`config.mk`:
```
export PLATFORM = sky130hd
export DESIGN_NAME = cgra_config_loader
export DESIGN_NICKNAME = d
export VERILOG_FILES = /design/src/rtl/cgra_config_loader.sv
export SDC_FILE = /design/constraint.sdc
export NUM_CORES = 1
export LEC_CHECK = 0
export CORE_ASPECT_RATIO = 1.5
export CORE_MARGIN = 1.5
export CORE_UTILIZATION = 38
export CTS_CLUSTER_SIZE = 25
export DETAILED_ROUTE_END_ITERATION = 7
export GPL_ROUTABILITY_DRIVEN = 0
export GPL_TIMING_DRIVEN = 1
export PLACE_DENSITY_LB_ADDON = 0.3
export SLEW_MARGIN = 30
export SYNTH_ARGS = -nofsm -noshare
export SYNTH_HDL_FRONTEND = slang
export SYNTH_SLANG_ARGS = --single-unit
```
`constraint.sdc`:
```
create_clock -name clk -period 2.3 [get_ports clk]
set_clock_uncertainty 0.05 [all_clocks]
set_input_delay 0.575 -clock clk [delete_from_list [all_inputs] [get_ports clk]]
set_output_delay 0.575 -clock clk [all_outputs]
set_load 0.005 [all_outputs]
```
`src/rtl/cgra_config_loader.sv`:
```
// Host-side configuration writer for the CGRA PE array: decodes a valid/ready word stream
// into one-cycle per-PE config strobes, then pulses start_exec and tracks the run state.
module cgra_config_loader #(
    parameter int PE_NUM                  = 16,
    parameter int PE_ID_WIDTH             = 4,
    parameter int CONTEXT_SIZE            = 8,
    parameter int CONTEXT_SIZE_BIT_LENGTH = 3,
    parameter int INPUT_NUM_BIT_LENGTH    = 3,
    parameter int OPERATION_BIT_LENGTH    = 4,
    parameter int DATA_WIDTH              = 32
) (
    input  logic                               clk,
    input  logic                               reset_n,
    input  logic                               cfg_valid,
    output logic                               cfg_ready,
    input  logic                               cfg_last,
    input  logic [PE_ID_WIDTH-1:0]             cfg_pe_id,
    input  logic [CONTEXT_SIZE_BIT_LENGTH-1:0] cfg_context,
    input  logic [INPUT_NUM_BIT_LENGTH-1:0]    cfg_input_1,
    input  logic [INPUT_NUM_BIT_LENGTH-1:0]    cfg_input_2,
    input  logic [OPERATION_BIT_LENGTH-1:0]    cfg_op,
    input  logic [DATA_WIDTH-1:0]              cfg_const,
    input  logic                               exec_stop,
    output logic [PE_NUM-1:0]                  write_config_data,
    output logic [CONTEXT_SIZE_BIT_LENGTH-1:0] config_index,
    output logic [INPUT_NUM_BIT_LENGTH-1:0]    config_input_PE_index_1,
    output logic [INPUT_NUM_BIT_LENGTH-1:0]    config_input_PE_index_2,
    output logic [OPERATION_BIT_LENGTH-1:0]    config_op,
    output logic [DATA_WIDTH-1:0]              config_const_data,
    output logic                               start_exec,
    output logic [CONTEXT_SIZE_BIT_LENGTH-1:0] mapping_context_max_id,
    output logic                               running,
    output logic                               cfg_error
);

    localparam logic [2:0] S_IDLE  = 3'd0;
    localparam logic [2:0] S_LOAD  = 3'd1;
    localparam logic [2:0] S_FLUSH = 3'd2;
    localparam logic [2:0] S_START = 3'd3;
    localparam logic [2:0] S_RUN   = 3'd4;

    logic [2:0]                         state_q, state_d;
    logic                               cfg_ready_q, cfg_ready_d;
    logic [PE_NUM-1:0]                  strobe_q, strobe_d;
    logic [CONTEXT_SIZE_BIT_LENGTH-1:0] index_q, index_d;
    logic [INPUT_NUM_BIT_LENGTH-1:0]    in1_q, in1_d;
    logic [INPUT_NUM_BIT_LENGTH-1:0]    in2_q, in2_d;
    logic [OPERATION_BIT_LENGTH-1:0]    op_q, op_d;
    logic [DATA_WIDTH-1:0]              const_q, const_d;
    logic                               start_q, start_d;
    logic                               running_q, running_d;
    logic                               error_q, error_d;
    logic [CONTEXT_SIZE_BIT_LENGTH-1:0] max_track_q, max_track_d;
    logic [CONTEXT_SIZE_BIT_LENGTH-1:0] max_out_q, max_out_d;

    logic                               accept;
    logic                               bad_word;
    logic                               new_load;
    logic [CONTEXT_SIZE_BIT_LENGTH-1:0] max_base;
    logic [CONTEXT_SIZE_BIT_LENGTH-1:0] max_next;

    always_comb begin
        accept   = cfg_valid && cfg_ready_q;
        bad_word = (32'(cfg_pe_id) >= PE_NUM) || (32'(cfg_context) >= CONTEXT_SIZE);
        new_load = accept && (state_q == S_IDLE);
        // A new load restarts the tracker from 0 before folding in its first word.
        max_base = new_load ? '0 : max_track_q;
        max_next = (!bad_word && (cfg_context > max_base)) ? cfg_context : max_base;

        state_d     = state_q;
        strobe_d    = '0;
        index_d     = index_q;
        in1_d       = in1_q;
        in2_d       = in2_q;
        op_d        = op_q;
        const_d     = const_q;
        error_d     = error_q;
        max_track_d = max_track_q;
        max_out_d   = max_out_q;

        case (state_q)
            S_IDLE, S_LOAD: if (accept) state_d = cfg_last ? S_FLUSH : S_LOAD;
            S_FLUSH:        state_d = S_START;
            S_START:        state_d = S_RUN;
            S_RUN:          if (exec_stop) state_d = S_IDLE;
            default:        state_d = S_IDLE;
        endcase

        if (accept) begin
            max_track_d = max_next;
            error_d     = (new_load ? 1'b0 : error_q) | bad_word;
            if (cfg_last) max_out_d = max_next;
            if (!bad_word) begin
                strobe_d = {{(PE_NUM-1){1'b0}}, 1'b1} << cfg_pe_id;
                index_d  = cfg_context;
                in1_d    = cfg_input_1;
                in2_d    = cfg_input_2;
                op_d     = cfg_op;
                const_d  = cfg_const;
            end
        end

        cfg_ready_d = (state_d == S_IDLE) || (state_d == S_LOAD);
        start_d     = (state_d == S_START);
        running_d   = (state_d == S_RUN);
    end

    always_ff @(posedge clk or negedge reset_n) begin
        if (!reset_n) begin
            state_q     <= S_IDLE;
            cfg_ready_q <= 1'b0;
            strobe_q    <= '0;
            index_q     <= '0;
            in1_q       <= '0;
            in2_q       <= '0;
            op_q        <= '0;
            const_q     <= '0;
            start_q     <= 1'b0;
            running_q   <= 1'b0;
            error_q     <= 1'b0;
            max_track_q <= '0;
            max_out_q   <= '0;
        end else begin
            state_q     <= state_d;
            cfg_ready_q <= cfg_ready_d;
            strobe_q    <= strobe_d;
            index_q     <= index_d;
            in1_q       <= in1_d;
            in2_q       <= in2_d;
            op_q        <= op_d;
            const_q     <= const_d;
            start_q     <= start_d;
            running_q   <= running_d;
            error_q     <= error_d;
            max_track_q <= max_track_d;
            max_out_q   <= max_out_d;
        end
    end

    assign cfg_ready               = cfg_ready_q;
    assign write_config_data       = strobe_q;
    assign config_index            = index_q;
    assign config_input_PE_index_1 = in1_q;
    assign config_input_PE_index_2 = in2_q;
    assign config_op               = op_q;
    assign config_const_data       = const_q;
    assign start_exec              = start_q;
    assign running                 = running_q;
    assign cfg_error               = error_q;
    assign mapping_context_max_id  = max_out_q;

endmodule
```
==> results <==
- Port buffering added 120 buffers.
- The number of instances in the synthesized netlist is 198.
- The startpoint identified for the worst register-to-register timing path is state_q[2]$_DFF_PN0_.
- The initial antenna violation count is 0.
- The number of design rule violations left after detail routing is 0.
- The number of fillers in the final layout is 587.
- For the worst setup path, the data required time is 2.47 ns.
- The number of rows in the core area is 38.
- The master of the slowest instance on the critical path is sky130_fd_sc_hd__or4_4.
- STA classifies the critical path startpoint as a flip-flop.
- The number of primary I/O pins is 122.
- The clock transition at the registers of the reported paths is 0.07 ns.
- In this run, CTS created clock tree buffers numbering 9.
- Once detail routing completed, the nets flagged for antenna violations numbered 0.
- After the first detailed-routing iteration, the DRC count stood at 75.
- The utilization after layout is 62.2%.
- In this run the worst hold path is classified as input pin to async pin.
- The worst-case clock buffer depth is 2.
- The die covers 0.00791 mm².
- The worst slew margin relative to its limit is 56.4%.
- The number of unique standard cell types used by synthesis is 32.
- The final number of max-transition violations is 0.
- At the end of the flow, the number of nets in the layout was 397.
- The CTS tree is done.
- The reported max-cap violation count is 0.
- The area of the core is 0.00718 mm².
- After detailed placement, the design holds a cell count of 428.
- The arrival time at the worst endpoint is 2.43 ns.
- The share of flip-flops with an asynchronous set or reset after synthesis is 100%.
- The cell family contributing the most delay on the critical path is simple AND/OR/NAND/NOR gates.
- The peak per-stage delay on the critical path is 0.56 ns.
- IR analysis of the VDD net gives a maximum drop of 611 µV.
- Derived from the worst setup path, the maximum achievable clock frequency is 443 MHz.
- The clock network latency to the later pin of the worst-skew pair is 0.33 ns.
- The count of H-tree levels built during CTS is 3.
- For this design the static power due to leakage is 1.93 nW.
- The initial utilization of the core area, before any placement, comes to 39.0%.
- The floorplan step set the die width to 73.1 µm.
- The total congestion overflow is 0.
- The final cell count without fillers is 444.
- The buffer and inverter count on the worst path is 0.
- Yosys printed 0 warnings.
- The synthesized design contains 0 enable-type register cells.
- The number of vias per cell is 4.73.
- Setup repair after global routing could not meet its margin everywhere.
- The worst slack on hold paths is 0.155 ns.
- The overall fraction of global-route tracks in use is 16.8%.
- Traced cell by cell, the critical path runs through or4_4 > nand2_2 > ha_4 > nor2b_4 > o31ai_4 > nor3_2 > a221o_1.
- At the pin with the least slew margin, the transition time is 0.653 ns.
- The flow ran to the end, and the final reports show no timing, DRC or antenna violations.
- The startpoint of the most critical setup path is state_q[2]$_DFF_PN0_.
- Sorting the synthesized cells by how often they occur yields sky130_fd_sc_hd__dfrtp_1 (73), sky130_fd_sc_hd__mux2_2 (45), sky130_fd_sc_hd__nor2_1 (15).
- The count of final hold-check violations was 0.
- The cell area after layout is 0.00447 mm².
- For this design the ratio of total power to cell area is 1120 mW/mm².
- In the final layout, the share of cells above drive strength 1 is 25.3%.
- The first global-routing pass estimated 9970 µm of wire.
- The area growth from synthesis to layout is 59.4%.
- Detailed placement finished with a half-perimeter wire length of 4820 µm.
- The post-synthesis net count is 255.
- The placed instances occupy a cell area of 0.00426 mm².
- The cell sitting at the root of the clock tree is a sky130_fd_sc_hd__clkbuf_8.
- sky130_fd_sc_hd__dfrtp_1 takes more of the synthesized area than any other cell.
- The overall routed net length is 6570 µm.
- The floorplan step set the die height to 108 µm.
- The detailed router placed 2,098 vias in this run.
- Of all nets on the critical path, the largest fanout is 5.
- The antenna cell count is 0.
- The capturing element type of the critical path is a flip-flop.
- Adding up every negative setup slack in the final design gives 0 ns.
- The portion of the post-synthesis area used by sequential elements is 65.2%.
- The maximum number of pins on one net before global-route repair is 54.
- The most common cell in the synthesized netlist is sky130_fd_sc_hd__dfrtp_1.
- The mean cell area of the mapped netlist is 14.1 µm².
- The TritonCTS sink count is 73.
- Summed over its instances, the top area cell type makes up 65.2% of the synthesized netlist area.
- The startpoint-to-endpoint class of the critical path is flip-flop to flip-flop.
- Sorting the synthesized cells by area gives the leading types as sky130_fd_sc_hd__dfrtp_1 (65%), sky130_fd_sc_hd__mux2_2 (18%), sky130_fd_sc_hd__nor2_1 (2.0%).
- The first detailed-routing pass ran for 4 iterations.
- The via count of the first global-routing pass is 2,080.
- The worst path needs 2.26 ns of the cycle, external delays included.
- The number of synthesized register bits is 73.
- After layout, the worst path uses 98.1% of the clock period.
- In the synthesized netlist the dominant register cell turns out to be sky130_fd_sc_hd__dfrtp_1.
- The synthesized netlist occupies a cell area of 0.00280 mm².
- The routed wire length per instance is 14.8 µm.
- The final number of setup-violating endpoints is 0.
==> final cells by class <==
cell class | instances | area (µm²) | area share (%)
clock buffers | 13 | 169 | 3.78
clock inverters | 2 | 12.5 | 0.280
inverters | 2 | 7.51 | 0.168
well taps | 100 | 125 | 2.80
repair buffers | 138 | 1350 | 30.2
multi-input cells | 116 | 977 | 21.9
flip-flops and latches | 73 | 1830 | 40.9
==> logic make-up after synthesis <==
logic type / count (synthesis) / share of synthesized area, %
flops: 73 / 65.2
simple gates: 48 / 8.13
mux: 45 / 18.1
compound gates: 19 / 5.54
buf+inv: 9 / 1.56
fa+ha+maj: 3 / 1.34
other cells: 1 / 0.134
==> registers in the layout (all words and copies together), names as in the netlist <==
signal / count
config_const_data: 32
write_config_data: 16
config_op: 4
config_index: 3
config_input_PE_index_1: 3
config_input_PE_index_2: 3
mapping_context_max_id: 3
max_track_q: 3
state_q: 3
cfg_ready: 1
running: 1
start_exec: 1
==> routing by layer <==
metal / track usage [%] / part of all wire, % / up-vias
li1: - / - / 981
met1: 17.8 / 37 / 1034
met2: 29.9 / 54 / 65
met3: 3.26 / 4.8 / 18
met4: 10.4 / 3.4 / 0
met5: 0 / 0 / -
==> path summary, 6_finish.rpt <==
path                            cells after the start  slack (ns)                                end
worst max-delay path                                7        0.04         max_track_q[0]$_DFFE_PN0P_
min in group clk                                    2        0.45        config_index[0]$_DFFE_PN0P_
worst max register to register                      7        0.04         max_track_q[0]$_DFFE_PN0P_
max in group asynchronous                           2        1.49  config_const_data[25]$_DFFE_PN0P_
worst min register to register                      2        0.45        config_index[0]$_DFFE_PN0P_
worst min-delay path                                1        0.16  config_const_data[23]$_DFFE_PN0P_
==> cell usage in the layout, fill, tap and decap left out, types with 2 or more instances in the layout <==
| cell type | n |
|---|---|
| sky130_fd_sc_hd__a21o_1 | 3 |
| sky130_fd_sc_hd__a21oi_1 | 3 |
| sky130_fd_sc_hd__a221o_1 | 3 |
| sky130_fd_sc_hd__buf_4 | 18 |
| sky130_fd_sc_hd__clkbuf_8 | 12 |
| sky130_fd_sc_hd__clkdlybuf4s50_1 | 118 |
| sky130_fd_sc_hd__dfrtp_1 | 73 |
| sky130_fd_sc_hd__ha_1 | 2 |
| sky130_fd_sc_hd__inv_1 | 2 |
| sky130_fd_sc_hd__mux2_2 | 45 |
| sky130_fd_sc_hd__nand2_1 | 12 |
| sky130_fd_sc_hd__nand2b_1 | 3 |
| sky130_fd_sc_hd__nor2_1 | 15 |
| sky130_fd_sc_hd__nor3_1 | 6 |
| sky130_fd_sc_hd__o211a_1 | 2 |
| sky130_fd_sc_hd__o31ai_1 | 2 |
==> what timing repair did <==
item / CTS / global route
pin swaps: 2 / 1
endpoints found under the setup margin: 6 / 6
gates resized for setup: 5 / 1
setup buffers: 1 / 0
hold buffers: 0 / 0
==> worst register-to-register path, delay by kind of cell (launching register included) <==
family | cells | cell delay [ns]
and+or+nand+nor | 4 | 0.90
adders and majority gates | 1 | 0.20
DFF | 1 | 0.39
AOI/OAI and AO/OA | 2 | 0.61
==> per-stage QoR <==
stage               setup WS (ns)  power [mW]
floorplan                 -0.0328        2.85
global placement           -0.615        4.01
detailed placement         -0.684        4.10
CTS                       -0.0226        5.07
global route              -0.0406        5.32
finish                     0.0435        5.01
==> power by group <==
part,switching [mW],leakage (nW),internal [mW]
Combinational,0.761,0.944,1.41
Clock,0.438,0.0915,0.473
Sequential,0.219,0.891,1.72
No activity file was read; power rests on OpenSTA's default activity.
